`src/rtl/seg_scan_ctrl.sv`:
```
// Eight-digit seven-segment scan controller: rotates one anode per slot and shows clip number, elapsed seconds and mode letter.
// Optional `BLINK_EN` adds a 2 Hz blink of the record letter on digit 7.
module seg_scan_ctrl #(
    parameter int REFRESH_DIV  = 100000,
    parameter int BLANK_CYCLES = 2,
    parameter int TICK_DIV     = 100000000
) (
    input  logic       clock,
    input  logic       reset,
    input  logic       clip_num,
    input  logic       record_or_play,
    input  logic       active,
    input  logic       start,
    output logic [6:0] cathode,
    output logic [7:0] anode,
    output logic [7:0] elapsed_bcd
);

    localparam int SLOT_W = (REFRESH_DIV > 1) ? $clog2(REFRESH_DIV) : 1;
    localparam int TICK_W = (TICK_DIV > 1) ? $clog2(TICK_DIV) : 1;
    localparam logic [SLOT_W-1:0] SLOT_LAST  = SLOT_W'(REFRESH_DIV - 1);
    localparam logic [SLOT_W-1:0] BLANK_LAST = SLOT_W'(BLANK_CYCLES);
    localparam logic [TICK_W-1:0] TICK_LAST  = TICK_W'(TICK_DIV - 1);

    localparam logic [6:0] SEG_OFF    = 7'b1111111;
    localparam logic [6:0] SEG_CLIP_1 = 7'b1001111;
    localparam logic [6:0] SEG_CLIP_2 = 7'b0010010;
    localparam logic [6:0] SEG_REC    = 7'b1111010;
    localparam logic [6:0] SEG_PLAY   = 7'b0011000;

    logic [SLOT_W-1:0] slot_cnt_q, slot_cnt_d;
    logic [2:0]        slot_idx_q, slot_idx_d;
    logic [TICK_W-1:0] tick_cnt_q, tick_cnt_d;
    logic [7:0]        elapsed_q, elapsed_d;
    logic [7:0]        anode_q, anode_d;
    logic [6:0]        cathode_q, cathode_d;
    logic [6:0]        glyph;
    logic              digit7_blank;

    function automatic logic [6:0] seg7(input logic [3:0] val);
        case (val)
            4'd0:    seg7 = 7'b0000001;
            4'd1:    seg7 = 7'b1001111;
            4'd2:    seg7 = 7'b0010010;
            4'd3:    seg7 = 7'b0000110;
            4'd4:    seg7 = 7'b1001100;
            4'd5:    seg7 = 7'b0100100;
            4'd6:    seg7 = 7'b0100000;
            4'd7:    seg7 = 7'b0001111;
            4'd8:    seg7 = 7'b0000000;
            4'd9:    seg7 = 7'b0000100;
            default: seg7 = SEG_OFF;
        endcase
    endfunction

`ifdef BLINK_EN
    localparam int BLINK_DIV = (TICK_DIV / 4 > 1) ? TICK_DIV / 4 : 1;
    localparam int BLINK_W   = (BLINK_DIV > 1) ? $clog2(BLINK_DIV) : 1;
    localparam logic [BLINK_W-1:0] BLINK_LAST = BLINK_W'(BLINK_DIV - 1);

    logic [BLINK_W-1:0] blink_cnt_q, blink_cnt_d;
    logic               blink_off_q, blink_off_d;

    // Free-running half-period counter; start re-aligns the phase to "on".
    always_comb begin
        blink_cnt_d = blink_cnt_q + 1'b1;
        blink_off_d = blink_off_q;
        if (start) begin
            blink_cnt_d = '0;
            blink_off_d = 1'b0;
        end else if (blink_cnt_q == BLINK_LAST) begin
            blink_cnt_d = '0;
            blink_off_d = ~blink_off_q;
        end
    end

    always_ff @(posedge clock) begin
        if (reset) begin
            blink_cnt_q <= '0;
            blink_off_q <= 1'b0;
        end else begin
            blink_cnt_q <= blink_cnt_d;
            blink_off_q <= blink_off_d;
        end
    end

    assign digit7_blank = active & record_or_play & blink_off_q;
`else
    assign digit7_blank = 1'b0;
`endif

    always_comb begin
        slot_cnt_d = slot_cnt_q + 1'b1;
        slot_idx_d = slot_idx_q;
        if (slot_cnt_q == SLOT_LAST) begin
            slot_cnt_d = '0;
            slot_idx_d = slot_idx_q + 3'd1;
        end
    end

    always_comb begin
        glyph = SEG_OFF;
        case (slot_idx_q)
            3'd0:    glyph = clip_num ? SEG_CLIP_2 : SEG_CLIP_1;
            3'd1:    glyph = seg7(elapsed_q[3:0]);
            3'd2:    glyph = seg7(elapsed_q[7:4]);
            3'd7:    glyph = digit7_blank ? SEG_OFF : (record_or_play ? SEG_REC : SEG_PLAY);
            default: glyph = SEG_OFF;
        endcase
    end

    // Leading cycles of every slot keep all anodes dark so the previous digit does not ghost.
    always_comb begin
        anode_d   = 8'h00;
        cathode_d = SEG_OFF;
        if (slot_cnt_q >= BLANK_LAST) begin
            anode_d   = 8'h01 << slot_idx_q;
            cathode_d = glyph;
        end
    end

    always_comb begin
        tick_cnt_d = tick_cnt_q;
        elapsed_d  = elapsed_q;
        if (start) begin
            tick_cnt_d = '0;
            elapsed_d  = 8'h00;
        end else if (active) begin
            if (tick_cnt_q == TICK_LAST) begin
                tick_cnt_d = '0;
                // Saturate at 99 seconds rather than wrapping back to 00.
                if (elapsed_q != 8'h99) begin
                    if (elapsed_q[3:0] == 4'd9) begin
                        elapsed_d = {elapsed_q[7:4] + 4'd1, 4'd0};
                    end else begin
                        elapsed_d = {elapsed_q[7:4], elapsed_q[3:0] + 4'd1};
                    end
                end
            end else begin
                tick_cnt_d = tick_cnt_q + 1'b1;
            end
        end
    end

    always_ff @(posedge clock) begin
        if (reset) begin
            slot_cnt_q <= '0;
            slot_idx_q <= 3'd0;
            tick_cnt_q <= '0;
            elapsed_q  <= 8'h00;
            anode_q    <= 8'h00;
            cathode_q  <= SEG_OFF;
        end else begin
            slot_cnt_q <= slot_cnt_d;
            slot_idx_q <= slot_idx_d;
            tick_cnt_q <= tick_cnt_d;
            elapsed_q  <= elapsed_d;
            anode_q    <= anode_d;
            cathode_q  <= cathode_d;
        end
    end

    assign anode       = anode_q;
    assign cathode     = cathode_q;
    assign elapsed_bcd = elapsed_q;

endmodule

```
`config.mk`:
```
export PLATFORM = sky130hd
export DESIGN_NAME = seg_scan_ctrl
export DESIGN_NICKNAME = d
export VERILOG_FILES = /design/src/rtl/seg_scan_ctrl.sv
export SDC_FILE = /design/constraint.sdc
export NUM_CORES = 1
export LEC_CHECK = 0
export BUFFER_PORTS_ARGS = -buffer_cell sky130_fd_sc_hd__buf_2
export CAP_MARGIN = 20
export CELL_PAD_IN_SITES_DETAIL_PLACEMENT = 0
export CELL_PAD_IN_SITES_GLOBAL_PLACEMENT = 1
export CORE_UTILIZATION = 48
export CTS_BUF_LIST = sky130_fd_sc_hd__clkbuf_4 sky130_fd_sc_hd__clkbuf_8
export DETAILED_ROUTE_END_ITERATION = 10
export PLACE_DENSITY_LB_ADDON = 0.3
export SLEW_MARGIN = 20
export SYNTH_ARGS = -nofsm -noshare
export SYNTH_HDL_FRONTEND = slang
export SYNTH_SLANG_ARGS = --single-unit
```
`constraint.sdc`:
```
create_clock -name clock -period 3.7 [get_ports clock]
set_input_delay 0.925 -clock clock [delete_from_list [all_inputs] [get_ports clock]]
set_output_delay 0.925 -clock clock [all_outputs]
set_load 0.1 [all_outputs]
```
---- Word level (Yosys, flattened, before mapping) ----
Memory sizes are Yosys's and may differ from the RTL's. A register that Yosys moved wholly into a read port is not among the register bits.
Cells that the tools add are included.
storage, ports and cells
  word-level logic and storage cells ...... 39
  output and inout bits ................... 23
  register bits after elaboration ......... 70
  ROM bits ................................ 224
  input bits .............................. 6
  memories kept ........................... 2
memory list
  memory           words  width  read ports  clocked after memory_dff  wr ports  line  RTL
  (no name shown)  16     7      1           1                         0         41    case (val)
  (no name shown)  16     7      1           1                         0         41
operators by class
  bitwise gates (word level) .............. 1
  mux-type cells .......................... 9
  shifts and indexed selects .............. 1
  reduce and logical (&&, ||, !) cells .... 6
  $lt $le $gt $ge ......................... 1
  add/subtract/negate cells ............... 5
  eq/ne operators ......................... 7
operators with widths
  cell                   count
  $pmux 7 s4             1
  $add 27x1->27 const B  1
  $eq 27x27->1 const B   1
  $mux 27                1
  $mux 4                 5
  $add 17x1->17 const B  1
  $eq 17x17->1 const B   1
  $ge 17x2->1 const B    1
  $mux 7                 2
  $add 4x1->4 const B    2
  $ne 8x8->1 const B     1
  $shl 1x3->8 const A    1
  $reduce_or 2->1        3
  $eq 4x4->1 const B     1
  $reduce_and 4->1       1
  $add 3x1->3 const B    1
  $eq 3x1->1 const B     1
  $eq 3x2->1 const B     1
  $eq 3x3->1 const B     1
  $logic_not 3->1        1
  $reduce_and 3->1       1
  $not 1->1              1

---- Depth between registers and ports, before layout ----
Gate-level depths: netlist of the first run.
  depth in word-level cells ............... 4
  depth in mapped cells ................... 12
  mapped depth without buffers ............ 12

---- Worst setup path after synthesis of the first run ----
Ideal clock, no wire load.
  path kind ............................... input to register
  start point ............................. in active
  end point ............................... reg (tool-made name)
  arrival time ............................ 3.239 ns
  cell stages on the path ................. 9
  slack ................................... 0.380 ns
  path buffers ............................ 1
  cells stage by stage .................... nand4_2 -> or4_4 -> buf_6 -> or4_1 -> a21oi_1 -> inv_1 -> ha_1 -> mux2_2 -> a22oi_1
RTL lines
  what                line  RTL
  start: declaration  12    input logic active,

==> results of run 1 <==
[cell usage in the layout, fill, tap and decap left out, types with 7 or more instances in the layout]
master     n
o21ai_0   12
nor3_1    11
xnor2_1   21
inv_1     18
buf_2     28
nand4_1    7
and3_1    14
nand3_1   18
mux2i_1   12
xor2_1    22
nor2_1    69
nor4_1     9
ha_1      23
dfxtp_1   84
clkbuf_8  11
nand2_1   23
[final timing paths]
| check | slack (ns) | from | to | depth (start not counted) |
|---|---|---|---|---|
| max reg2reg | 0.72 | tick_cnt_q[0] | flip-flop | 9 |
| max | 0.60 | active | flip-flop | 9 |
| min reg2reg | 0.52 | slot_cnt_q[0] | slot_cnt_q[0] | 1 |
| min | 0.52 | slot_cnt_q[0] | slot_cnt_q[0] | 1 |
[metrics by stage]
| step | utilization (%) | instances |
|---|---|---|
| global placement | 52.9 | 542 |
| floorplan | - | 420 |
| detailed placement | 52.9 | 542 |
| global route | 55.4 | 558 |
| finish | 55.4 | 558 |
| CTS | 55.4 | 558 |
[routing by layer]
metal	vias up	GRT usage, %	wire (um)	share of wire, %
li1	1525	-	-	-
met2	49	26.6	2970	42
met4	0	6.90	107	1.5
met1	1287	24.2	3720	53
met3	11	4.23	239	3.4
met5	-	0	0	0
[Yosys cell counts (5+ instances only)]
cell / instances / area [um2]
dfxtp_1: 84 / 1680
nor2_1: 69 / 259
ha_1: 23 / 288
nand2_1: 23 / 86.3
xor2_1: 22 / 193
xnor2_1: 21 / 184
inv_1: 18 / 67.6
nand3_1: 18 / 90.1
and3_1: 14 / 87.6
mux2i_1: 12 / 120
o21ai_0: 12 / 60.1
nor3_1: 11 / 55.1
clkbuf_1: 10 / 37.5
nor4_1: 9 / 56.3
nand4_1: 7 / 43.8
a21oi_1: 5 / 25.0
a31oi_1: 5 / 31.3
and4_1: 5 / 43.8
[where the power goes]
group / leakage, nW / internal (mW) / switching [mW]
logic: 0.987 / 0.0186 / 0.0765
registers: 0.678 / 0.913 / 0.00625
clock network: 0.102 / 0.290 / 0.340
total: 1.77 / 1.22 / 0.423
[layout make-up]
| type | instances | area (um2) | area share, % |
|---|---|---|---|
| flip-flops and latches | 84 | 1680 | 39.1 |
| clock buffers | 11 | 151 | 3.52 |
| clock inverters | 5 | 42.5 | 0.988 |
| repair buffers | 32 | 170 | 3.95 |
| inverters | 19 | 71.3 | 1.66 |
| well taps | 102 | 128 | 2.97 |
| multi-input cells | 305 | 2060 | 47.8 |
[kinds of logic (layout without fill, tap and decap cells)]
kind of cell,after synthesis,in the layout
buffers and inverters,31,67
adders and majority gates,23,23
xor gates and xnor gates,43,43
AOI/OAI and AO/OA,44,44
DFF,84,84
and+or+nand+nor,180,180
muxes,15,15
==> results.md, run 1 <==
- DP Wirelength: 5.13 mm
- Tot Pwr: 1.65 mW
- DRT iter0 DRCs: 122
- Initial Util: 49.9%
- Multiplexer share of the synthesized area: 4.17%
- Largest family of logic cells by synthesized area: simple AND/OR/NAND/NOR gates
- Xor/xnor cell area share of the yosys netlist: 9.73%
- Seq/Total Area, Yosys: 43.4%
- Number of global-route vias before repair: 2600
- Unrepaired setup endpoints after global routing: no
- CP most frequent cell: o21ai_0
- Crit path max-delay family: simple AND/OR/NAND/NOR gates
- Min Clock Period, post-route: 3.10 ns
- Residual DRC: 0
- Clk buf depth: 2
- Final antenna-violating net count: 0
- Later-pin clock latency in the skew report: 0.35 ns
- # Post-CTS Setup Buffers: 0
- Final-report hold violation count: 0
- Top_reg_cell synth: dfxtp_1
- Worst Max-Slew Pin Slew: 0.663 ns
- Die Area: 8430 um2
- Fin nets: 480
- Simple-Gate Fraction of Synth Area: 24.4%
- Setup TNS: 0 ns
- Post-synth net total: 449
- Global-route wire length before repair: 11.9 mm
- Final setup margin: 0.597 ns
- CP max stage cell: or4_4
- Largest net degree at the start of global routing: 27
- H-tree Lvls: 3
- Peak VDD IR: 0.187 mV
- Static leakage: 1.77 nW
- Layout Skew: 0.0108 ns
- Synth-to-layout area growth: 11.1%
- Yosys reg bits: 84
- Kind of critical path: primary input to flip-flop
- Final Cycle Share: 83.9%
- Core Area: 7770 um2
- CTS Sinks: 84
- Power density over cell area: 382 nW/um2
- Critical path cell sequence: buf_2 > nand4_2 > or4_4 > or4_1 > a21oi_1 > inv_1 > ha_1 > o21ai_0 > o21ai_0
- Number of vias per cell: 5.15
- Final wirelength: 7.04 mm
- Clock buffers created by TritonCTS: 9
- Post-synth ARST share: 0%
- DRT Pass-1 Iters: 4
- Die height: 91.8 um
- Ant. Diodes: 0
- Adder-Cell Fraction of Synth Area: 7.43%
- # hold bufs at CTS: 0
- Compound-gate portion of the synthesized area: 7.50%
- Cells after Synth: 420
- Setup WS pre-CTS: 0.238 ns
- Critical Path Fanout Max: 10
- Syn. warnings: 0
- GRT Util Overall: 17.6%
- Status: completed
- Overflow after GRT: 0
- Hold Crit Class: flip-flop to flip-flop
- Die width: 91.8 um
- Layout cells sized above 1: 12.9%
- CP Capture Type: flip-flop
- Standard-cell row count: 32
- Syn_area_per_cell: 9.22 um2
- Finished Cell Area: 4300 um2
- Required time of the critical path: 3.91 ns
- Clk slew on worst S/H paths: 0.08 ns
- Synth cell types: 48
- Via count: 2872
- WL/cell: 12.6 um
- Worst setup SP type: primary input
- Final Max Slew Viols: 0
- Placer Congestion: 0.820
- Slew margin rel.: 55.4%
- Resized cells post-CTS: 0
- Worst Path Buf+Inv: 2
- Antenna violations before repair: 0
- Slowest stage delay, CP: 0.61 ns
- # setup viols final: 0
- I/O pins: 29
- Post-Synthesis Cell Area: 3870 um2
- PortBufs: 28
- EDFF count, synth: 0
- Fillcell total: 740
- Max Fclk: 322 MHz
- CTS tree: done
- Crit path DAT: 3.31 ns
- WHS: 0.516 ns
- Max-Cap Viols: 0
- DP Area: 4110 um2
- Root Buffer Master: clkbuf_8
(Power assumes the default switching activity.)
==> inputs of run 2 (changes only) <==
==> constraint.sdc (replaced) <==
create_clock -name clock -period 3.2 [get_ports clock]
set_input_delay 0.8 -clock clock [delete_from_list [all_inputs] [get_ports clock]]
set_output_delay 0.8 -clock clock [all_outputs]
set_load 0.1 [all_outputs]
==> run 2 against run 1 <==
  * First-iteration DRC count down 12%
  * Global-route usage up 0.92 points
  * Worst hold slack worse by 0.0016 ns
  * Clock skew up 0.00084 ns
  * Non-clock buffer count up 11
  * Worst setup slack worse by 0.26 ns
  * Power up 21%
==> results.md, run 2 (same netlist as run 1, synthesis figures left out) <==
- Core Area: 7770 um2 (unchanged)
- Status: completed (unchanged)
- Unrepaired setup endpoints after global routing: no (unchanged)
- Static leakage: 1.83 nW (was 1.77 nW)
- Global-route wire length before repair: 12.4 mm (was 11.9 mm)
- CP Capture Type: flip-flop (unchanged)
- Later-pin clock latency in the skew report: 0.36 ns (was 0.35 ns)
- Fillcell total: 710 (was 740)
- Setup TNS: 0 ns (unchanged)
- Clock buffers created by TritonCTS: 9 (unchanged)
- # Post-CTS Setup Buffers: 0 (unchanged)
- Die height: 91.8 um (unchanged)
- Synth-to-layout area growth: 13.7% (was 11.1%)
- Final-report hold violation count: 0 (unchanged)
- # setup viols final: 0 (unchanged)
- Root Buffer Master: clkbuf_8 (unchanged)
- Antenna violations before repair: 0 (unchanged)
- Via count: 2956 (was 2872)
- WL/cell: 13.1 um (was 12.6 um)
- Number of vias per cell: 5.20 (was 5.15)
- Die width: 91.8 um (unchanged)
- Ant. Diodes: 0 (unchanged)
- Critical Path Fanout Max: 9 (was 10)
- I/O pins: 29 (unchanged)
- DRT iter0 DRCs: 107 (was 122)
- Resized cells post-CTS: 0 (unchanged)
- Min Clock Period, post-route: 2.86 ns
- Die Area: 8430 um2 (unchanged)
- Final antenna-violating net count: 0 (unchanged)
- Critical path cell sequence: ha_1 > nand4_2 > or4_4 > buf_4 > o31ai_1 > a21o_1 > clkinv_1 > nor2_1 > o22ai_1 (was buf_2 > nand4_2 > or4_4 > or4_1 > a21oi_1 > inv_1 > ha_1 > o21ai_0 > o21ai_0)
- Layout cells sized above 1: 15.0% (was 12.9%)
- Finished Cell Area: 4400 um2 (was 4300 um2)
- Final setup margin: 0.335 ns (was 0.597 ns)
- Slowest stage delay, CP: 0.53 ns (was 0.61 ns)
- Setup WS pre-CTS: 0.0492 ns (was 0.238 ns)
- Crit path DAT: 3.09 ns (was 3.31 ns)
- Number of global-route vias before repair: 2720 (was 2600)
- Initial Util: 49.9% (unchanged)
- Peak VDD IR: 0.236 mV (was 0.187 mV)
- Overflow after GRT: 0 (unchanged)
- Area occupied by registers: 1680 um2 (unchanged)
- Placer Congestion: 0.874 (was 0.820)
- Power density over cell area: 450 nW/um2 (was 382 nW/um2)
- CP max stage cell: or4_4 (unchanged)
- # hold bufs at CTS: 0 (unchanged)
- Max-Cap Viols: 0 (unchanged)
- Largest net degree at the start of global routing: 27 (unchanged)
- Residual DRC: 0 (unchanged)
- Worst Max-Slew Pin Slew: 0.668 ns (was 0.663 ns)
- GRT Util Overall: 18.5% (was 17.6%)
- CTS Sinks: 84 (unchanged)
- Slew margin rel.: 55.3% (was 55.4%)
- Fin nets: 491 (was 480)
- Most common cell after layout, fill and taps aside: dfxtp_1 (unchanged)
- Kind of critical path: flip-flop to flip-flop (was primary input to flip-flop)
- Standard-cell row count: 32 (unchanged)
- Commonest cells after routing, fill and taps aside: dfxtp_1 (84), nor2_1 (69), buf_2 (28) (unchanged)
- Clk slew on worst S/H paths: 0.09 ns (was 0.08 ns)
- DP Wirelength: 5.39 mm (was 5.13 mm)
- Required time of the critical path: 3.42 ns (was 3.91 ns)
- Hold Crit Class: flip-flop to flip-flop (unchanged)
- DRT Pass-1 Iters: 4 (unchanged)
- Tot Pwr: 1.98 mW (was 1.65 mW)
- Final Cycle Share: 89.5%
- CTS tree: done (unchanged)
- Worst setup SP type: flip-flop (was primary input)
- Multi-input logic area: 2060 um2 (unchanged)
- Layout Skew: 0.0117 ns (was 0.0108 ns)
- Final wirelength: 7.44 mm (was 7.04 mm)
- Max Fclk: 349 MHz
- Clk buf depth: 2 (unchanged)
- H-tree Lvls: 3 (unchanged)
- DP Area: 4190 um2 (was 4110 um2)
- Final Max Slew Viols: 0 (unchanged)
- PortBufs: 28 (unchanged)
-- run 2: cell types whose count changed in the layout (fill, tap and decap cells not counted), sizes merged --
cell    before  now
buf         32   43
inv         21   24
clkbuf      11    9
clkinv       3    1
bufinv       0    1
-- run 2: final cells by class --
type	count	share of cell area, %
Multi-Input combinational cell	305	46.8
Sequential cell	84	38.2
Timing Repair Buffer	43	5.74
Tap cell	102	2.90
Clock buffer	9	2.81
Clock inverter	7	1.99
Inverter	19	1.62
-- run 2: metal layers --
metal / wire [um] / vias up / global-route usage [%]
met4: 133 / 0 / 7.94
met3: 178 / 11 / 3.98
met1: 3950 / 1361 / 25.1
met5: 0 / - / 0
li1: - / 1547 / -
met2: 3180 / 37 / 28.5
-- run 2: metrics by stage --
step	hold WS, ns	util, %	std cells
floorplan	0.453	-	420
global placement	0.481	54.0	553
detailed placement	0.491	54.0	553
CTS	0.512	56.7	569
global route	0.554	56.7	569
finish	0.514	56.7	569
-- run 2: report_power, final --
group | internal, mW | switching [mW]
clock | 0.383 | 0.426
sequential | 1.06 | 0.00698
combinational | 0.0222 | 0.0891
-- run 2: critical path, delay by kind of cell (launching register included) --
| family | cells | cell delay (ns) |
|---|---|---|
| fa+ha+maj | 1 | 0.21 |
| buf+inv | 2 | 0.37 |
| flops | 1 | 0.38 |
| compound gates | 3 | 0.80 |
| simple gates | 3 | 0.95 |
-- run 2: worst paths after layout --
check,from,end,slack [ns],cells after the start
worst min register to register,slot_cnt_q[0],slot_cnt_q[0],0.51,1
worst max register to register,tick_cnt_q[0],flip-flop,0.34,9
worst min-delay path,slot_cnt_q[0],slot_cnt_q[0],0.51,1
worst max-delay path,tick_cnt_q[0],flip-flop,0.34,9
